==> config.mk <==
export PLATFORM = sky130hd
export DESIGN_NAME = lifo_reader
export DESIGN_NICKNAME = d
export VERILOG_FILES = /design/src/rtl/lifo_reader.sv
export SDC_FILE = /design/constraint.sdc
export NUM_CORES = 1
export LEC_CHECK = 0
export CAP_MARGIN = 5
export CORE_MARGIN = 10
export CORE_UTILIZATION = 51
export DETAILED_ROUTE_END_ITERATION = 10
export PLACE_DENSITY = 0.76
export SETUP_SLACK_MARGIN = 0.2
export SKIP_CTS_REPAIR_TIMING = 1
export SYNTH_ARGS = -nofsm -noshare
export SYNTH_HDL_FRONTEND = slang
export SYNTH_SLANG_ARGS = --single-unit
==> constraint.sdc <==
create_clock -name clk -period 3.4 [get_ports clk]
set_clock_uncertainty 0.2 [all_clocks]
set_input_delay 0.68 -clock clk [delete_from_list [all_inputs] [get_ports clk]]
set_output_delay 0.68 -clock clk [all_outputs]
set_load 0.01 [all_outputs]
==> src/rtl/lifo_reader.sv <==
// lifo_reader
// Pops a burst of up to MAX_COUNT entries from an external LIFO and forwards
// them, in pop order (most recently pushed first), on a valid/ready stream.
// A two-entry output buffer absorbs the one-cycle LIFO read latency, so a
// stalled consumer never causes data loss and a ready consumer sees one beat
// per cycle.
//
// Ports
//   clk, rst_n     clock, asynchronous active-low reset
//   start          one-cycle burst request, honoured only while idle
//   pop_count      burst length, sampled when start is honoured
//   busy           high whenever a burst is being processed
//   done           one-cycle pulse at the end of a burst
//   err            burst ended early because the LIFO ran empty
//   lifo_rd_en     pop request to the LIFO
//   lifo_data_rd   LIFO read data, valid the cycle after lifo_rd_en
//   lifo_empty     LIFO empty flag
//   m_data/m_valid/m_ready  output stream
//
// Build option
//   LIFO_READER_EMPTY_ABORT_EN  when defined, an empty LIFO during a burst ends
//   the burst early and flags err; when undefined the burst waits for data and
//   err is always 0.
module lifo_reader #(
  parameter int DATA_WIDTH = 8,
  parameter int MAX_COUNT  = 12,
  localparam int CNT_WIDTH = $clog2(MAX_COUNT + 1)
) (
  input  logic                  clk,
  input  logic                  rst_n,
  input  logic                  start,
  input  logic [CNT_WIDTH-1:0]  pop_count,
  output logic                  busy,
  output logic                  done,
  output logic                  err,
  output logic                  lifo_rd_en,
  input  logic [DATA_WIDTH-1:0] lifo_data_rd,
  input  logic                  lifo_empty,
  output logic [DATA_WIDTH-1:0] m_data,
  output logic                  m_valid,
  input  logic                  m_ready
);

  localparam logic [CNT_WIDTH-1:0] CNT_ZERO = '0;
  localparam logic [CNT_WIDTH-1:0] CNT_ONE  = CNT_WIDTH'(1);
  localparam logic [CNT_WIDTH-1:0] CNT_MAX  = CNT_WIDTH'(MAX_COUNT);

  typedef enum logic [1:0] {IDLE, POP, DRAIN, DONE} state_t;

  state_t                state;
  logic [CNT_WIDTH-1:0]  remaining;
  logic                  in_flight;
  logic [1:0]            occ;
  logic [DATA_WIDTH-1:0] head_q;
  logic [DATA_WIDTH-1:0] tail_q;

  logic                  xfer;
  logic [1:0]            occ_left;
  logic [1:0]            pending;
  logic                  drain_clear;

  assign m_valid = (occ != 2'd0);
  assign m_data  = head_q;
  assign xfer    = m_valid & m_ready;

  // A beat leaving this cycle frees its slot in time for a pop issued now,
  // because that pop's data only lands in the buffer one cycle later. Counting
  // it as already gone is what allows one pop per cycle with m_ready held high.
  assign occ_left = occ - {1'b0, xfer};
  assign pending  = occ_left + {1'b0, in_flight};

  assign lifo_rd_en = (state == POP) && (remaining != CNT_ZERO) &&
                      !lifo_empty && (pending < 2'd2);

  // Looking at the occupancy after this cycle's transfer lets done follow the
  // final beat by a single cycle instead of two.
  assign drain_clear = !in_flight && (occ_left == 2'd0);

`ifdef LIFO_READER_EMPTY_ABORT_EN
  logic err_q;
  logic empty_abort;

  assign empty_abort = (state == POP) && (remaining != CNT_ZERO) && lifo_empty;
  assign err         = err_q;
`else
  assign err = 1'b0;
`endif

  // Burst control: busy and done are registered alongside the state so they
  // come straight from flops.
  always_ff @(posedge clk or negedge rst_n) begin
    if (!rst_n) begin
      state     <= IDLE;
      remaining <= CNT_ZERO;
      busy      <= 1'b0;
      done      <= 1'b0;
`ifdef LIFO_READER_EMPTY_ABORT_EN
      err_q     <= 1'b0;
`endif
    end else begin
      done <= 1'b0;
      case (state)
        IDLE: begin
          if (start) begin
`ifdef LIFO_READER_EMPTY_ABORT_EN
            err_q <= 1'b0;
`endif
            busy <= 1'b1;
            if (pop_count != CNT_ZERO) begin
              // Requests beyond the supported burst length are clipped.
              remaining <= (pop_count > CNT_MAX) ? CNT_MAX : pop_count;
              state     <= POP;
            end else begin
              state <= DONE;
              done  <= 1'b1;
            end
          end
        end
        POP: begin
`ifdef LIFO_READER_EMPTY_ABORT_EN
          if (empty_abort) begin
            remaining <= CNT_ZERO;
            err_q     <= 1'b1;
            state     <= DRAIN;
          end else
`endif
          if (lifo_rd_en) begin
            remaining <= remaining - CNT_ONE;
            if (remaining == CNT_ONE) begin
              state <= DRAIN;
            end
          end
        end
        DRAIN: begin
          if (drain_clear) begin
            state <= DONE;
            done  <= 1'b1;
          end
        end
        DONE: begin
          state <= IDLE;
          busy  <= 1'b0;
        end
        default: begin
          state <= IDLE;
          busy  <= 1'b0;
        end
      endcase
    end
  end

  // Output buffer: head_q is the oldest entry and drives m_data directly, so it
  // only changes on a transfer or when the buffer was empty.
  always_ff @(posedge clk or negedge rst_n) begin
    if (!rst_n) begin
      in_flight <= 1'b0;
      occ       <= 2'd0;
      head_q    <= '0;
      tail_q    <= '0;
    end else begin
      in_flight <= lifo_rd_en;
      case ({in_flight, xfer})
        2'b10: begin
          if (occ == 2'd0) begin
            head_q <= lifo_data_rd;
          end else begin
            tail_q <= lifo_data_rd;
          end
          occ <= occ + 2'd1;
        end
        2'b01: begin
          head_q <= tail_q;
          occ    <= occ - 2'd1;
        end
        2'b11: begin
          if (occ == 2'd2) begin
            head_q <= tail_q;
            tail_q <= lifo_data_rd;
          end else begin
            head_q <= lifo_data_rd;
          end
        end
        default: begin
        end
      endcase
    end
  end

endmodule

==> results of run 1 <==
[metal layers]
layer	share of wire (%)	vias to the layer above	wire length, µm	global-route usage, %
met2	51	34	1600	21.8
met5	0	-	0	0
li1	-	579	-	-
met1	40	541	1250	12.0
met3	7.9	2	247	4.47
met4	0.48	0	15	2.52
[power groups by stage]
stage | Clock, mW | Combinational, mW | Sequential [mW]
2_1_floorplan | 0 | 0.657 | 0.600
3_5_place_dp | 0 | 0.984 | 0.602
4_1_cts | 0.151 | 0.992 | 0.593
6_report | 0.145 | 0.985 | 0.598
5_1_grt | 0.160 | 1.10 | 0.622
3_3_place_gp | 0 | 0.943 | 0.588
[worst paths after layout]
| check | end | slack [ns] | depth (start not counted) |
|---|---|---|---|
| worst min-delay path | m_data[1]$_DFFE_PN0P_ | 0.30 | 2 |
| worst max-delay path | lifo_rd_en | 0.28 | 8 |
| worst min register to register | m_data[1]$_DFFE_PN0P_ | 0.30 | 2 |
| max in group asynchronous | occ[1]$_DFFE_PN0P_ | 2.23 | 2 |
| min in group asynchronous | tail_q[5]$_DFFE_PN0P_ | 0.49 | 2 |
| worst max register to register | state[0]$_DFFE_PN0P_ | 0.76 | 11 |
[through the flow]
step	utilization, %	cells
final	67.6	211
after global routing	67.6	211
after CTS	67.2	211
after detailed placement	66.1	207
after global placement	66.1	207
after floorplan	-	148
[sequential cells by signal, indices dropped and copies added, names as in the netlist]
name       cells
m_data         8
done           1
tail_q         8
occ            2
remaining      4
in_flight      1
busy           1
state          2
[kinds of logic (layout without fill, tap and decap cells)]
kind of cell | Yosys count | count (layout) | share of synthesized area (%)
AO/OA/AOI/OAI | 33 | 33 | 15.9
XOR/XNOR | 5 | 5 | 3.86
adder cells (fa/ha/maj) | 10 | 10 | 8.22
buffers and inverters | 18 | 50 | 4.85
flip-flops | 27 | 27 | 44.4
AND/OR/NAND/NOR | 42 | 42 | 14.1
other | 1 | 1 | 0.246
multiplexers | 12 | 12 | 8.55
[worst max-delay path, cell delays in order]
cell	delay [ns]
sky130_fd_sc_hd__clkdlybuf4s50_1	0.45
sky130_fd_sc_hd__nand2_1	0.08
sky130_fd_sc_hd__inv_2	0.07
sky130_fd_sc_hd__ha_1	0.18
sky130_fd_sc_hd__xor2_2	0.22
sky130_fd_sc_hd__xnor2_2	0.15
sky130_fd_sc_hd__and3_1	0.20
sky130_fd_sc_hd__dlymetal6s2s_1	0.20
[placed cells by master, fill, tap and decap left out, types with 2 or more instances in the layout]
cell type,count
sky130_fd_sc_hd__and3_1,2
sky130_fd_sc_hd__xnor2_1,2
sky130_fd_sc_hd__mux2_1,2
sky130_fd_sc_hd__o22ai_1,3
sky130_fd_sc_hd__a21oi_1,5
sky130_fd_sc_hd__mux2_2,6
sky130_fd_sc_hd__ha_1,10
sky130_fd_sc_hd__inv_1,10
sky130_fd_sc_hd__nor2b_1,2
sky130_fd_sc_hd__clkdlybuf4s50_1,27
sky130_fd_sc_hd__o21ai_1,8
sky130_fd_sc_hd__nand2_1,15
sky130_fd_sc_hd__inv_2,3
sky130_fd_sc_hd__clkbuf_4,3
sky130_fd_sc_hd__nand3_1,4
sky130_fd_sc_hd__nor2_1,7
sky130_fd_sc_hd__mux2i_1,4
sky130_fd_sc_hd__buf_4,5
sky130_fd_sc_hd__a22oi_1,8
sky130_fd_sc_hd__nor3_1,3
sky130_fd_sc_hd__o21ai_0,3
sky130_fd_sc_hd__nand4_1,2
sky130_fd_sc_hd__dfrtp_1,26
[layout make-up]
cell class                      instances  area, µm²  share of cell area [%]
Clock inverter                          1       7.51                   0.396
Sequential cell                        27        677                    35.7
Clock buffer                            3       22.5                    1.19
Multi-Input combinational cell        103        781                    41.2
Inverter                               13       48.8                    2.57
Timing Repair Buffer                   33        320                    16.9
Tap cell                               31       38.8                    2.05
==> results.md, run 1 <==
- Synthesis produced a netlist with a net count of 175.
- The number of antenna violations at the first check in global routing is 0.
- The total count of hold-check failures in the final report came to 0.
- In the final design database the tool counted 208 nets.
- STA classifies the critical path startpoint as an input pin.
- The global route total overflow is 0.
- The run finished with clean final reports.
- The critical path starts at m_ready.
- STA puts the critical path data required time at 2.52 ns.
- The minimum setup slack in the final design is 0.282 ns.
- Of the cells placed in the final design, the portion with a size suffix greater than 1 is 15.6%.
- The total power is 1.73 mW.
- The critical path is of the in -> out type.
- The library cell occupying the most area in the post-synthesis netlist is sky130_fd_sc_hd__dfrtp_1.
- The worst register-to-register path begins at occ[1]$_DFFE_PN0P_.
- The pin count of the biggest net entering global routing is 28.
- The sequential group share of total power is 34.6%.
- Dividing the synthesized area by the synthesized cell count gives 10.3 µm².
- The post-detailed-route wirelength per cell is 14.8 µm.
- The dominant cell by count in the synthesized netlist is sky130_fd_sc_hd__dfrtp_1.
- The startpoint identified for the worst hold timing path is m_data[1]$_DFFE_PN0P_.
- The worst slew slack as a fraction of its limit is 56.8%.
- The die is 74.6 µm tall.
- The repair_antennas step left the layout with diodes totalling 0.
- Compared with the post-synthesis result, the final layout area differs by 24.5%.
- Yosys printed 0 warnings.
- The TritonCTS sink count is 27.
- The post-synth design cell area is 1520 µm².
- The filler cell count is 246.
- The maximum resistive drop on vdd is 481 µV.
- The H-tree depth is 1.
- In this run the worst path has a maximum fanout of 2.
- The combinational share of power is 57.0%.
- Internal power comes to 1.02 mW.
- By count the netlist is led by sky130_fd_sc_hd__dfrtp_1 (27), sky130_fd_sc_hd__nand2_1 (15), sky130_fd_sc_hd__ha_1 (10), sky130_fd_sc_hd__inv_1 (10).
- The congestion estimate from routability-driven global placement came to 0.779.
- Dividing total power by cell area gives a power density of 912 nW/µm².
- The number of global-route vias before repair is 1178.
- The hold slack is 0.298 ns.
- The CTS tree is done.
- The maximum clock frequency is 321 MHz.
- The final number of setup-violating endpoints is 0.
- Sorting the synthesized cells by area gives the leading types as sky130_fd_sc_hd__dfrtp_1 (44%), sky130_fd_sc_hd__ha_1 (8.2%), sky130_fd_sc_hd__mux2_2 (4.4%), sky130_fd_sc_hd__a22oi_1 (3.9%), sky130_fd_sc_hd__nand2_1 (3.7%).
- The sequential area share after synthesis is 44.4%.
- The count of nets left with antenna violations once routing finished came out at 0.
- The share of flip-flops with an asynchronous set or reset is 100%.
- The area of the die is 5570 µm².
- Row generation in the floorplan step produced 19 rows.
- The number of enable-type register cells in the synthesized netlist is 0.
- The initial standard-cell utilization of the core is 54.3%.
- The number of max-slew violations in the final report is 0.
- In the synthesized netlist the dominant register cell turns out to be sky130_fd_sc_hd__dfrtp_1.
- In this run, synthesis produced a sequential element count of 27.
- The sum of routed wire length over all layers is 3110 µm.
- The switching power of the nets is 0.708 mW.
- In this run, CTS created clock tree buffers numbering 3.
- The count of port buffers added during placement is 28.
- The cell chosen for the clock root is sky130_fd_sc_hd__clkbuf_4.
- Dividing the detail-routed via count by the number of cells gives 5.48.
- The worst hold path class is reg -> reg.
- The slew at the pin with the worst max-slew slack is 0.648 ns.
- In this run switching power makes up 41.0% of total power.
- The detailed placer's ending HPWL is 2530 µm.
- The core area is 2810 µm².
- The post-synthesis instance total is 148.
- The overall fraction of global-route tracks in use is 11.6%.
- The post-detailed-route DRC marker count is 0.
- After routing the design area is 1900 µm².
- The first detailed-routing pass took 4 iterations.
- Clock latency on the worst-skew pair, taken at its later pin, is 0.33 ns.
- The worst setup path is captured at a primary output.
- The wire length of the first global-routing pass is 5150 µm.
- The I/O pin count is 30.
- The routed layout has 1156 vias.
- Once placement finished, the instance area stood at 1850 µm².
- Per report_power, the clock group accounts for 8.4% of the total.
- The post-synthesis cell type count is 39.
- The final setup TNS is 0 ns.
- The width of the die is 74.6 µm.
- Counting along the longest clock path gives a buffer depth of 2.
- The leakage component of the power is 0.846 nW.
- After clock tree synthesis, the clock-pin slew on the worst setup and hold paths is 0.16 ns.
- Setup repair after global routing left no endpoint under its margin.
- Max-cap violations in this run came to 0.
- The worst-case setup slack after placement is -0.0966 ns.
- The worst path arrival time is 2.24 ns.
- In this run, the number of DRC markers left after iteration 0 of detailed routing was 111.
- Dividing the final minimum period by the clock period gives 91.7%.
- The top-area cell type share of the netlist area is 44.4%.
- The worst path in the final design needs a cycle of 3.12 ns, including I/O delays and setup.
Power figures use the tool's default switching activity.
==> inputs of run 2 (changes only) <==
--- a/config.mk
+++ b/config.mk
@@ -12,6 +12,7 @@
 export PLACE_DENSITY = 0.76
 export SETUP_SLACK_MARGIN = 0.2
 export SKIP_CTS_REPAIR_TIMING = 1
+export SKIP_LAST_GASP = 1
 export SYNTH_ARGS = -nofsm -noshare
 export SYNTH_HDL_FRONTEND = slang
 export SYNTH_SLANG_ARGS = --single-unit
==> results of run 2 <==
The final DEF is identical to that of run 1; final timing and power are the same.
==> inputs of run 3 (changes only) <==
--- a/config.mk
+++ b/config.mk
@@ -9,6 +9,7 @@
 export CORE_MARGIN = 10
 export CORE_UTILIZATION = 51
 export DETAILED_ROUTE_END_ITERATION = 10
+export GPL_TIMING_DRIVEN = 0
 export PLACE_DENSITY = 0.76
 export SETUP_SLACK_MARGIN = 0.2
 export SKIP_CTS_REPAIR_TIMING = 1
==> results.md, run 3 (same netlist as run 1, synthesis figures left out) <==
- The worst-case setup slack after placement is -0.224 ns (-0.127 ns).
- The number of antenna cells inserted is 0 (unchanged).
- The max-capacitance violation count was 0 (unchanged).
- The sum of routed wire length over all layers is 3070 µm (-1.5%).
- The slew at the pin with the worst max-slew slack came to 1.17 ns (+0.522 ns).
- The total count of hold-check failures in the final report is 0 (unchanged).
- The number of max-slew violations in the final report came to 0 (unchanged).
- The layout overhead on the synthesized area came to 24.6% (about the same).
- The area of the die is 5570 µm² (unchanged).
- The finished layout cell area came to 1900 µm² (about the same).
- The minimum setup slack in the final design is 0.302 ns (+0.0200 ns).
- The maximum resistive drop on vdd is 483 µV (+0.44%).
- The type of destination of the critical path is a primary output.
- The TritonCTS sink count is 27 (unchanged).
- The count of port buffers added during placement was 28 (unchanged).
- The top cell types in the final layout, fill and taps aside, are sky130_fd_sc_hd__dfrtp_1 (27), sky130_fd_sc_hd__clkdlybuf4s50_1 (27), sky130_fd_sc_hd__nand2_1 (15).
- The post-detailed-route wirelength per cell was 14.3 µm (-2.9%).
- Setup repair after global routing left no endpoint under its margin.
- The kind of start point of the critical path is an input pin.
- The wire length of the first global-routing pass is 5200 µm (+0.93%).
- The number of cell rows is 19 (unchanged).
- The slowest stage of the critical path is the sky130_fd_sc_hd__clkdlybuf4s50_1 cell.
- The clock-pin slew of the registers on the worst-case setup and hold paths is 0.15 ns (about the same).
- The post-detailed-route DRC marker count is 0 (unchanged).
- The CTS tree is done.
- The area taken by multi-input logic gates is 781 µm² (unchanged).
- The global route total overflow is 0 (unchanged).
- The final period demand of the worst path was 3.10 ns (-0.0200 ns).
- The number of vias after detailed routing came to 1170 (+1.2%).
- The maximum net fanout on the critical path is 4 (+2).
- The total power was 1.74 mW (+0.90%).
- The final setup TNS is 0 ns (unchanged).
- The power density over cell area came to 919 nW/µm² (+0.83%).
- The number of vias per cell is 5.47 (-0.21%).
- The total cell area at the placement stage came to 1840 µm² (-0.67%).
- The number of buffers inserted during clock tree synthesis is 3 (unchanged).
- The required time of the critical path came to 2.52 ns (about the same).
- The die height is 74.6 µm (unchanged).
- The worst path arrival time is 2.22 ns (-0.02 ns).
- The hold slack is 0.297 ns (-0.00143 ns).
- The latest clock arrival within the worst-skew pair is 0.33 ns (about the same).
- The overall fraction of global-route tracks in use is 11.6% (unchanged).
- The signal on the critical path passes through clkdlybuf4s50_1, nand2_1, inv_2, ha_1, nor2b_2, xnor2_2, and3_1, clkbuf_2.
- The net count reported at finish was 211 (+1.4%).
- The worst slew slack as a fraction of its limit was 21.7% (-35 points).
- The worst setup path category is in -> out.
- The largest delay contributor family on the critical path is buffers and inverters.
- The share of layout cells above drive strength 1 is 15.8% (+0.29 points).
- The core area is 2810 µm² (unchanged).
- The clock tree buffer depth was 2 (unchanged).
- The pin count of the biggest net entering global routing is 28 (unchanged).
- The final number of setup-violating endpoints is 0 (unchanged).
- The width of the die is 74.6 µm (unchanged).
- The run finished with clean final reports.
- The fraction of the cycle the final worst path needs is 91.1% (-0.59 points).
- The I/O pin count is 30 (unchanged).
- The filler cell count is 236 (-4.1%).
- The worst hold path class is reg -> reg.
- The leakage component of the power is 0.837 nW (-1.1%).
- The global placer's final weighted congestion was 0.774 (-0.59%).
- The initial standard-cell utilization of the core is 54.3% (unchanged).
- The H-tree depth was 1 (unchanged).
- The detailed placer's ending HPWL came to 2530 µm (about the same).
- The delay of the slowest cell on the worst path is 0.45 ns (about the same).
- The initial detailed-routing violation count came to 43 (-61%).
- The maximum clock frequency is 323 MHz (+0.65%).
- The area used by sequential logic in the layout came to 676 µm² (-0.18%).
- The cell chosen for the clock root is sky130_fd_sc_hd__clkbuf_4.
- The number of antenna violations at the first check in global routing came to 0 (unchanged).
- The detailed-router iteration count before antenna repair is 4 (unchanged).
- The number of global-route vias before repair was 1221 (+3.7%).
- The critical path buffer and inverter count is 3 (unchanged).
- The final antenna-violating net count is 0 (unchanged).
==> run 3: cell types whose count changed in the layout (fill, tap and decap cells not counted), sizes merged <==
cell          before  now
clkbuf             3    6
buf                5    6
dlymetal6s2s       1    0
==> run 3: worst register-to-register path: cells and delay by family (launching register included) <==
kind                       cells  cell delay (ns)
adders and majority gates      1             0.21
DFF                            1             0.39
AOI/OAI and AO/OA              1             0.33
xor gates and xnor gates       1             0.17
buffers and inverters          4             0.43
muxes                          1             0.23
and+or+nand+nor                3             0.59
==> run 3: cell type report <==
class / instances / share of cell area (%)
clock buffers: 3 / 1.19
clock inverters: 1 / 0.396
inverters: 13 / 2.57
multi-input cells: 103 / 41.2
repair buffers: 31 / 15.7
flip-flops and latches: 27 / 35.6
well taps: 31 / 2.04
plain buffers: 5 / 1.32
==> run 3: power breakdown <==
group	internal (mW)	total (mW)	switching [mW]
Sequential	0.479	0.591	0.112
Combinational	0.505	1.01	0.504
Clock	0.0450	0.143	0.0982
==> run 3: per-stage QoR <==
step	std cells	utilization, %
after floorplan	148	-
after global placement	207	65.7
after detailed placement	207	65.7
after CTS	211	66.7
after global routing	214	67.6
final	214	67.6
==> run 3: final timing paths <==
| path | start | end | slack [ns] | cells past startpoint |
|---|---|---|---|---|
| min in group asynchronous | rst_n | m_data[1]$_DFFE_PN0P_ | 0.75 | 1 |
| min reg2reg | m_data[0]$_DFFE_PN0P_ | m_data[0]$_DFFE_PN0P_ | 0.30 | 2 |
| max reg2reg | occ[0]$_DFFE_PN0P_ | state[0]$_DFFE_PN0P_ | 0.80 | 11 |
| max in group asynchronous | rst_n | tail_q[3]$_DFFE_PN0P_ | 1.55 | 1 |
| max | m_ready | lifo_rd_en | 0.30 | 8 |
| min | m_data[0]$_DFFE_PN0P_ | m_data[0]$_DFFE_PN0P_ | 0.30 | 2 |
==> run 3: metal layers <==
layer,up-vias,share of wire (%),GRT usage (%)
met3,6,7.3,3.55
met5,-,0,0
met4,0,1.2,3.99
met1,551,39,12.1
met2,29,52,21.7
li1,584,-,-
